File: config.mk
export PLATFORM = sky130hd
export DESIGN_NAME = ext_arbiter_flat
export DESIGN_NICKNAME = d
export VERILOG_FILES = /design/src/rtl/ext_arbiter_if.sv /design/src/rtl/ext_arbiter.sv /design/src/flat_wrapper.sv
export SDC_FILE = /design/constraint.sdc
export NUM_CORES = 1
export LEC_CHECK = 0
export BUFFER_PORTS_ARGS = -buffer_cell sky130_fd_sc_hd__buf_2
export CELL_PAD_IN_SITES_DETAIL_PLACEMENT = 1
export CELL_PAD_IN_SITES_GLOBAL_PLACEMENT = 2
export CORE_MARGIN = 10
export CORE_UTILIZATION = 30
export CTS_CLUSTER_DIAMETER = 200
export DETAILED_ROUTE_END_ITERATION = 8
export PLACE_DENSITY_LB_ADDON = 0.1
export SETUP_SLACK_MARGIN = 0.2
export SYNTH_ARGS = -nofsm -noshare
export SYNTH_HDL_FRONTEND = slang
export SYNTH_SLANG_ARGS = --single-unit
File: constraint.sdc
create_clock -name clk -period 1.74 [get_ports clk]
set_clock_uncertainty 0.1 [all_clocks]
set_input_delay 0.261 -clock clk [delete_from_list [all_inputs] [get_ports clk]]
set_output_delay 0.261 -clock clk [all_outputs]
set_load 0.005 [all_outputs]
File: src/rtl/ext_arbiter_if.sv
// Request/result bundle of the shared immediate-extension unit.
// The arbiter connects through the slave modport; requesters and the consumer use master.
interface ext_arbiter_if;
  logic        req0_valid;
  logic        req0_ready;
  logic [15:0] req0_imm;
  logic [1:0]  req0_eop;
  logic        req1_valid;
  logic        req1_ready;
  logic [15:0] req1_imm;
  logic [1:0]  req1_eop;
  logic        res_valid;
  logic        res_ready;
  logic [31:0] res_data;
  logic        res_id;

  modport slave (
    input  req0_valid, req0_imm, req0_eop,
    input  req1_valid, req1_imm, req1_eop,
    input  res_ready,
    output req0_ready, req1_ready,
    output res_valid, res_data, res_id
  );

  modport master (
    output req0_valid, req0_imm, req0_eop,
    output req1_valid, req1_imm, req1_eop,
    output res_ready,
    input  req0_ready, req1_ready,
    input  res_valid, res_data, res_id
  );
endinterface

File: src/rtl/ext_arbiter.sv
// Round-robin arbiter sharing one immediate-extension unit between decode (port 0) and
// branch-offset (port 1), with a single registered result stage. EXT_ARB_STATS_EN adds counters.
module ext_arbiter #(
  parameter int CNT_W     = 16,
  parameter bit PRIO_INIT = 1'b0
) (
  input  logic              clk,
  input  logic              reset,
  ext_arbiter_if.slave      bus
`ifdef EXT_ARB_STATS_EN
  ,
  input  logic              stat_clr,
  output logic [CNT_W-1:0]  stat_grant0,
  output logic [CNT_W-1:0]  stat_grant1,
  output logic [CNT_W-1:0]  stat_stall
`endif
);

  function automatic logic [31:0] ext_imm(input logic [15:0] imm, input logic [1:0] eop);
    logic signed [15:0] simm;
    logic signed [31:0] sext;
    simm = $signed(imm);
    sext = 32'(simm);
    case (eop)
      2'b00:   return sext;
      2'b01:   return {16'h0000, imm};
      2'b10:   return {imm, 16'h0000};
      default: return sext <<< 2;
    endcase
  endfunction

  logic        res_valid_q, res_valid_d;
  logic [31:0] res_data_q,  res_data_d;
  logic        res_id_q,    res_id_d;
  logic        prio_q,      prio_d;

  logic can_accept;
  logic grant0, grant1;
  logic fire0, fire1;

  // prio_q names the requester that wins when both are valid
  assign can_accept = !res_valid_q || bus.res_ready;
  assign grant0     = bus.req0_valid && (!bus.req1_valid || !prio_q);
  assign grant1     = bus.req1_valid && (!bus.req0_valid ||  prio_q);
  assign fire0      = reset && can_accept && grant0;
  assign fire1      = reset && can_accept && grant1;

  assign bus.req0_ready = fire0;
  assign bus.req1_ready = fire1;
  assign bus.res_valid  = res_valid_q;
  assign bus.res_data   = res_data_q;
  assign bus.res_id     = res_id_q;

  always_comb begin
    res_valid_d = res_valid_q;
    res_data_d  = res_data_q;
    res_id_d    = res_id_q;
    prio_d      = prio_q;
    if (fire0) begin
      res_valid_d = 1'b1;
      res_data_d  = ext_imm(bus.req0_imm, bus.req0_eop);
      res_id_d    = 1'b0;
      prio_d      = 1'b1;
    end else if (fire1) begin
      res_valid_d = 1'b1;
      res_data_d  = ext_imm(bus.req1_imm, bus.req1_eop);
      res_id_d    = 1'b1;
      prio_d      = 1'b0;
    end else if (bus.res_ready) begin
      res_valid_d = 1'b0;
    end
  end

  always_ff @(posedge clk or negedge reset) begin
    if (!reset) begin
      res_valid_q <= 1'b0;
      res_data_q  <= 32'h0;
      res_id_q    <= 1'b0;
      prio_q      <= PRIO_INIT;
    end else begin
      res_valid_q <= res_valid_d;
      res_data_q  <= res_data_d;
      res_id_q    <= res_id_d;
      prio_q      <= prio_d;
    end
  end

`ifdef EXT_ARB_STATS_EN
  function automatic logic [CNT_W-1:0] sat_inc(input logic [CNT_W-1:0] v);
    return (&v) ? v : v + CNT_W'(1);
  endfunction

  logic [CNT_W-1:0] grant0_cnt_q, grant1_cnt_q, stall_cnt_q;
  logic             stall;

  assign stall = res_valid_q && !bus.res_ready;

  // Clear takes precedence over any count event in the same cycle
  always_ff @(posedge clk or negedge reset) begin
    if (!reset) begin
      grant0_cnt_q <= '0;
      grant1_cnt_q <= '0;
      stall_cnt_q  <= '0;
    end else if (stat_clr) begin
      grant0_cnt_q <= '0;
      grant1_cnt_q <= '0;
      stall_cnt_q  <= '0;
    end else begin
      if (fire0) grant0_cnt_q <= sat_inc(grant0_cnt_q);
      if (fire1) grant1_cnt_q <= sat_inc(grant1_cnt_q);
      if (stall) stall_cnt_q  <= sat_inc(stall_cnt_q);
    end
  end

  assign stat_grant0 = grant0_cnt_q;
  assign stat_grant1 = grant1_cnt_q;
  assign stat_stall  = stall_cnt_q;
`endif

endmodule

File: src/flat_wrapper.sv
// flat-port wrapper written by rule: the top's interface ports become plain ports
module ext_arbiter_flat 
#(
  parameter int CNT_W     = 16,
  parameter bit PRIO_INIT = 1'b0
)
  (clk, reset, bus_req0_valid, bus_req0_imm, bus_req0_eop, bus_req1_valid, bus_req1_imm, bus_req1_eop, bus_res_ready, bus_req0_ready, bus_req1_ready, bus_res_valid, bus_res_data, bus_res_id);
  ext_arbiter_if bus_i ();
  input  logic clk;
  input  logic reset;
  input wire logic [$bits(bus_i.req0_valid)-1:0] bus_req0_valid;
  input wire logic [$bits(bus_i.req0_imm)-1:0] bus_req0_imm;
  input wire logic [$bits(bus_i.req0_eop)-1:0] bus_req0_eop;
  input wire logic [$bits(bus_i.req1_valid)-1:0] bus_req1_valid;
  input wire logic [$bits(bus_i.req1_imm)-1:0] bus_req1_imm;
  input wire logic [$bits(bus_i.req1_eop)-1:0] bus_req1_eop;
  input wire logic [$bits(bus_i.res_ready)-1:0] bus_res_ready;
  output wire logic [$bits(bus_i.req0_ready)-1:0] bus_req0_ready;
  output wire logic [$bits(bus_i.req1_ready)-1:0] bus_req1_ready;
  output wire logic [$bits(bus_i.res_valid)-1:0] bus_res_valid;
  output wire logic [$bits(bus_i.res_data)-1:0] bus_res_data;
  output wire logic [$bits(bus_i.res_id)-1:0] bus_res_id;
  assign bus_i.req0_valid = bus_req0_valid;
  assign bus_i.req0_imm = bus_req0_imm;
  assign bus_i.req0_eop = bus_req0_eop;
  assign bus_i.req1_valid = bus_req1_valid;
  assign bus_i.req1_imm = bus_req1_imm;
  assign bus_i.req1_eop = bus_req1_eop;
  assign bus_i.res_ready = bus_res_ready;
  assign bus_req0_ready = bus_i.req0_ready;
  assign bus_req1_ready = bus_i.req1_ready;
  assign bus_res_valid = bus_i.res_valid;
  assign bus_res_data = bus_i.res_data;
  assign bus_res_id = bus_i.res_id;
  ext_arbiter #(.CNT_W(CNT_W), .PRIO_INIT(PRIO_INIT)) u_core (.clk(clk), .reset(reset), .bus(bus_i));
endmodule
==> results.md <==
- Status: completed
- Sw Ratio: between 30% and 40%
- Hold WS: around 0.097 ns
- Area fraction of the dominant cell type after synthesis: roughly 38%
- CTS max path bufs: 2
- Reg-to-reg critical path endpoint: u_core.bus.res_data[17]$_DFFE_PN0P_
- R2R depth: 5
- GR Overflow Total: 0
- Detailed Route WL: between 9000 and 10000 um
- Dpl cells: approximately 420
- Slew Limit Headroom: 68.4%
- Worst path most repeated cell: buf_6
- Die height: about 110 um
- Sequential fraction of the synthesis area: between 30% and 40%
- Tmin final: 1.59 ns
- Final antenna-violating net count: 0
- GR Util All Layers: between 15 and 20%
- Via-to-Cell Ratio: roughly 5.4
- CP delay by family, top: flip-flops
- Synthesis-stage register bit count: 35
- Number of port buffers: 76
- Initial Util: 30.4%
- Clock Latency Late Sink: around 0.28 ns
- Worst Path Max Fanout: 3
- Post-place setup slack: ~0.10 ns
- Max-cap violations: 0
- Crit path largest cell delay: between 0.4 and 0.5 ns
- Cell Area, Synth: 2330 um2
- Antenna violations before repair: 0
- # IOs: slightly below 80
- CP bufs+invs: 3
- Crit-path cells: o2111ai_4 > buf_6 > inv_2 > buf_6
- Max rail drop VDD: 0.382 mV
- Root buffer cell: clkbuf_8
- Startpoint Class: flip-flop
- Gpl congestion: around 0.79
- Syn avg cell area: between 9 and 10 um2
- CTS tree: done
- DRC: 0
- Final period utilization: slightly above 90%
- Share of cells above drive strength 1: 40.8%
- Largest cells by area after synthesis: dfrtp_1, nor2b_1, a21oi_1, o21ai_0, a211o_1
- Hpwl dp: between 6000 and 7000 um
- Row count: 32
- Fmax: 0.629 GHz
- Vias post-DR: around 2300
- Setup TNS: 0 ns
- Largest net degree at the start of global routing: 35
- Cell Count, Final, Fillers Out: between 400 and 500
- Ant diodes: 0
- Hold Fails Final Rpt: 0
- Static leakage: 1.50 nW
- FF-to-FF setup slack: 0.19 ns
- Layout fillers: 885
- PnR worst setup slack: 0.151 ns
- Yosys warnings: 0
- RSZ-0062 raised after global routing: true
- Slew of the pin with the lowest slew margin: roughly 0.47 ns
- Final slew viol count: 0
- Yosys top cell by area: dfrtp_1
- Yosys cell types: 31
- Internal cell power: between 1.5 and 2 mW
- Combinational share of power: 31.6%
- Synthesized netlist cell count: approximately 250
- WS Path Type: flip-flop to output port
- DIE WIDTH: approximately 110 um
- Detailed-route wire length per cell: about 22 um
- Number of global-route vias before repair: between 2000 and 2500
- Core footprint: ~7600 um2
- Num CTS Buffers: 5
- First-pass GRT wire length: between 10000 and 15000 um
- Sequential Power Share: 39.5%
- Critical path's slowest cell: dfrtp_2
- Psw: around 900 uW
- CP Data Arrival Time: between 1 and 1.5 ns
- Reg2reg start: u_core.prio_q$_DFFE_PN0P_
- Syn Nets: roughly 290
- CP Data Required Time: 1.38 ns
- Finish-stage setup viols: 0
- PD cells: 873 nW/um2
- Clock power share: 28.9%
- Clock slew at reported path FFs: roughly 0.09 ns
- Die ar.: ~12000 um2
- Synth-to-Final Area Change: 35.6%
- Power Total: ~2.8 mW
- Clk sinks: 35
- Layout net count: approximately 370
- Critical path endpoint category: output port
- H-tree depth: 2
- Worst hold path type: input port to asynchronous set/reset pin
- Initial drt markers: 113
- Drt pass-1 iters: 4
[routing by layer]
| metal | global-route usage, % | up-vias | share of wire (%) |
|---|---|---|---|
| met5 | 0 | - | 0 |
| met2 | 23.9 | 57 | 46 |
| met1 | 22.2 | 1164 | 48 |
| met4 | 2.86 | 0 | 0.65 |
| met3 | 3.69 | 5 | 4.8 |
| li1 | - | 1100 | - |
[cell type report]
type	count	area, um2	share of cell area, %
multi-input combinational	185	1360	43.0
sequential	35	877	27.8
timing repair buffer	96	641	20.3
tap	102	128	4.04
clock buffer	6	82.6	2.62
inverter	7	36.3	1.15
clock inverter	2	35.0	1.11
[what timing repair did]
action,in CTS,in global routing
hold buffers,1,0
gates resized for setup,10,17
endpoints found under the setup margin,17,26
pin swaps,3,5
hold endpoints to repair,1,0
gates cloned,1,2
setup buffers,6,0
[synth_stat cells (all sizes together)]
master	n
a221o	3
nor2	3
inv	7
nor3	7
nor3b	2
nand2	15
mux2	1
nand4	1
a211o	14
and2	2
clkbuf	3
a22oi	14
o211ai	1
o2111ai	1
nor2b	30
a21oi	29
nand3	2
o221ai	8
buf	18
nand2b	1
a221oi	14
o21ai	31
mux2i	1
and2b	5
dfrtp	35
[power groups by stage]
stage / logic (mW) / clock network (mW) / registers (mW)
6_report: 0.870 / 0.797 / 1.09
5_1_grt: 0.968 / 0.848 / 1.12
4_1_cts: 0.834 / 0.813 / 1.09
3_5_place_dp: 0.783 / 0 / 1.10
3_3_place_gp: 0.778 / 0 / 1.10
2_1_floorplan: 0.377 / 0 / 1.11
[worst register-to-register path: stages, from the launching register on]
cell and delay (ns):
dfrtp_2 0.44, o2111ai_4 0.23, buf_6 0.20, buf_4 0.19, a21oi_1 0.06, a211o_1 0.24
[metrics by stage]
step                utilization, %  cell area, um2
finish                        41.3            3160
global route                  41.3            3160
CTS                           39.5            3020
detailed placement            36.4            2780
global placement              36.4            2780
floorplan                        -            2330
[cell families after synthesis]
| family | synth area share [%] |
|---|---|
| buffers and inverters | 8.06 |
| AOI/OAI and AO/OA | 33.9 |
| and+or+nand+nor | 19.5 |
| muxes | 0.913 |
| DFF | 37.6 |
[registers in the layout, indices dropped and copies added, names as in the netlist]
signal	count
u_core.bus.res_data	32
u_core.bus.res_valid	1
u_core.prio_q	1
u_core.bus.res_id	1
[worst max path at each step]
stage,startpoint,end,depth (start not counted)
2_1_floorplan,u_core.bus.res_valid$_DFFE_PN0P_,u_core.bus.res_data[10]$_DFFE_PN0P_,5
3_3_place_gp,bus_req0_eop[0],u_core.bus.res_data[16]$_DFFE_PN0P_,5
3_5_place_dp,bus_req0_eop[0],u_core.bus.res_data[16]$_DFFE_PN0P_,5
4_1_cts,u_core.bus.res_valid$_DFFE_PN0P_,bus_req1_ready,5
5_1_grt,u_core.bus.res_valid$_DFFE_PN0P_,bus_req1_ready,5
6_report,u_core.prio_q$_DFFE_PN0P_,bus_req1_ready,4
[placed cells by master, fill, tap and decap left out, types with 6 or more instances in the layout]
master	Yosys	layout
buf_2	5	74
o21ai_1	6	6
buf_6	6	6
nor2b_1	30	30
a21oi_1	29	29
a221oi_2	0	10
clkbuf_8	0	6
dfrtp_1	35	34
a22oi_1	14	14
buf_4	7	10
nand2_1	15	14
o221ai_1	8	8
o21ai_0	25	25
a211o_1	14	14
Note: power is estimated with default switching activity, not from simulation.
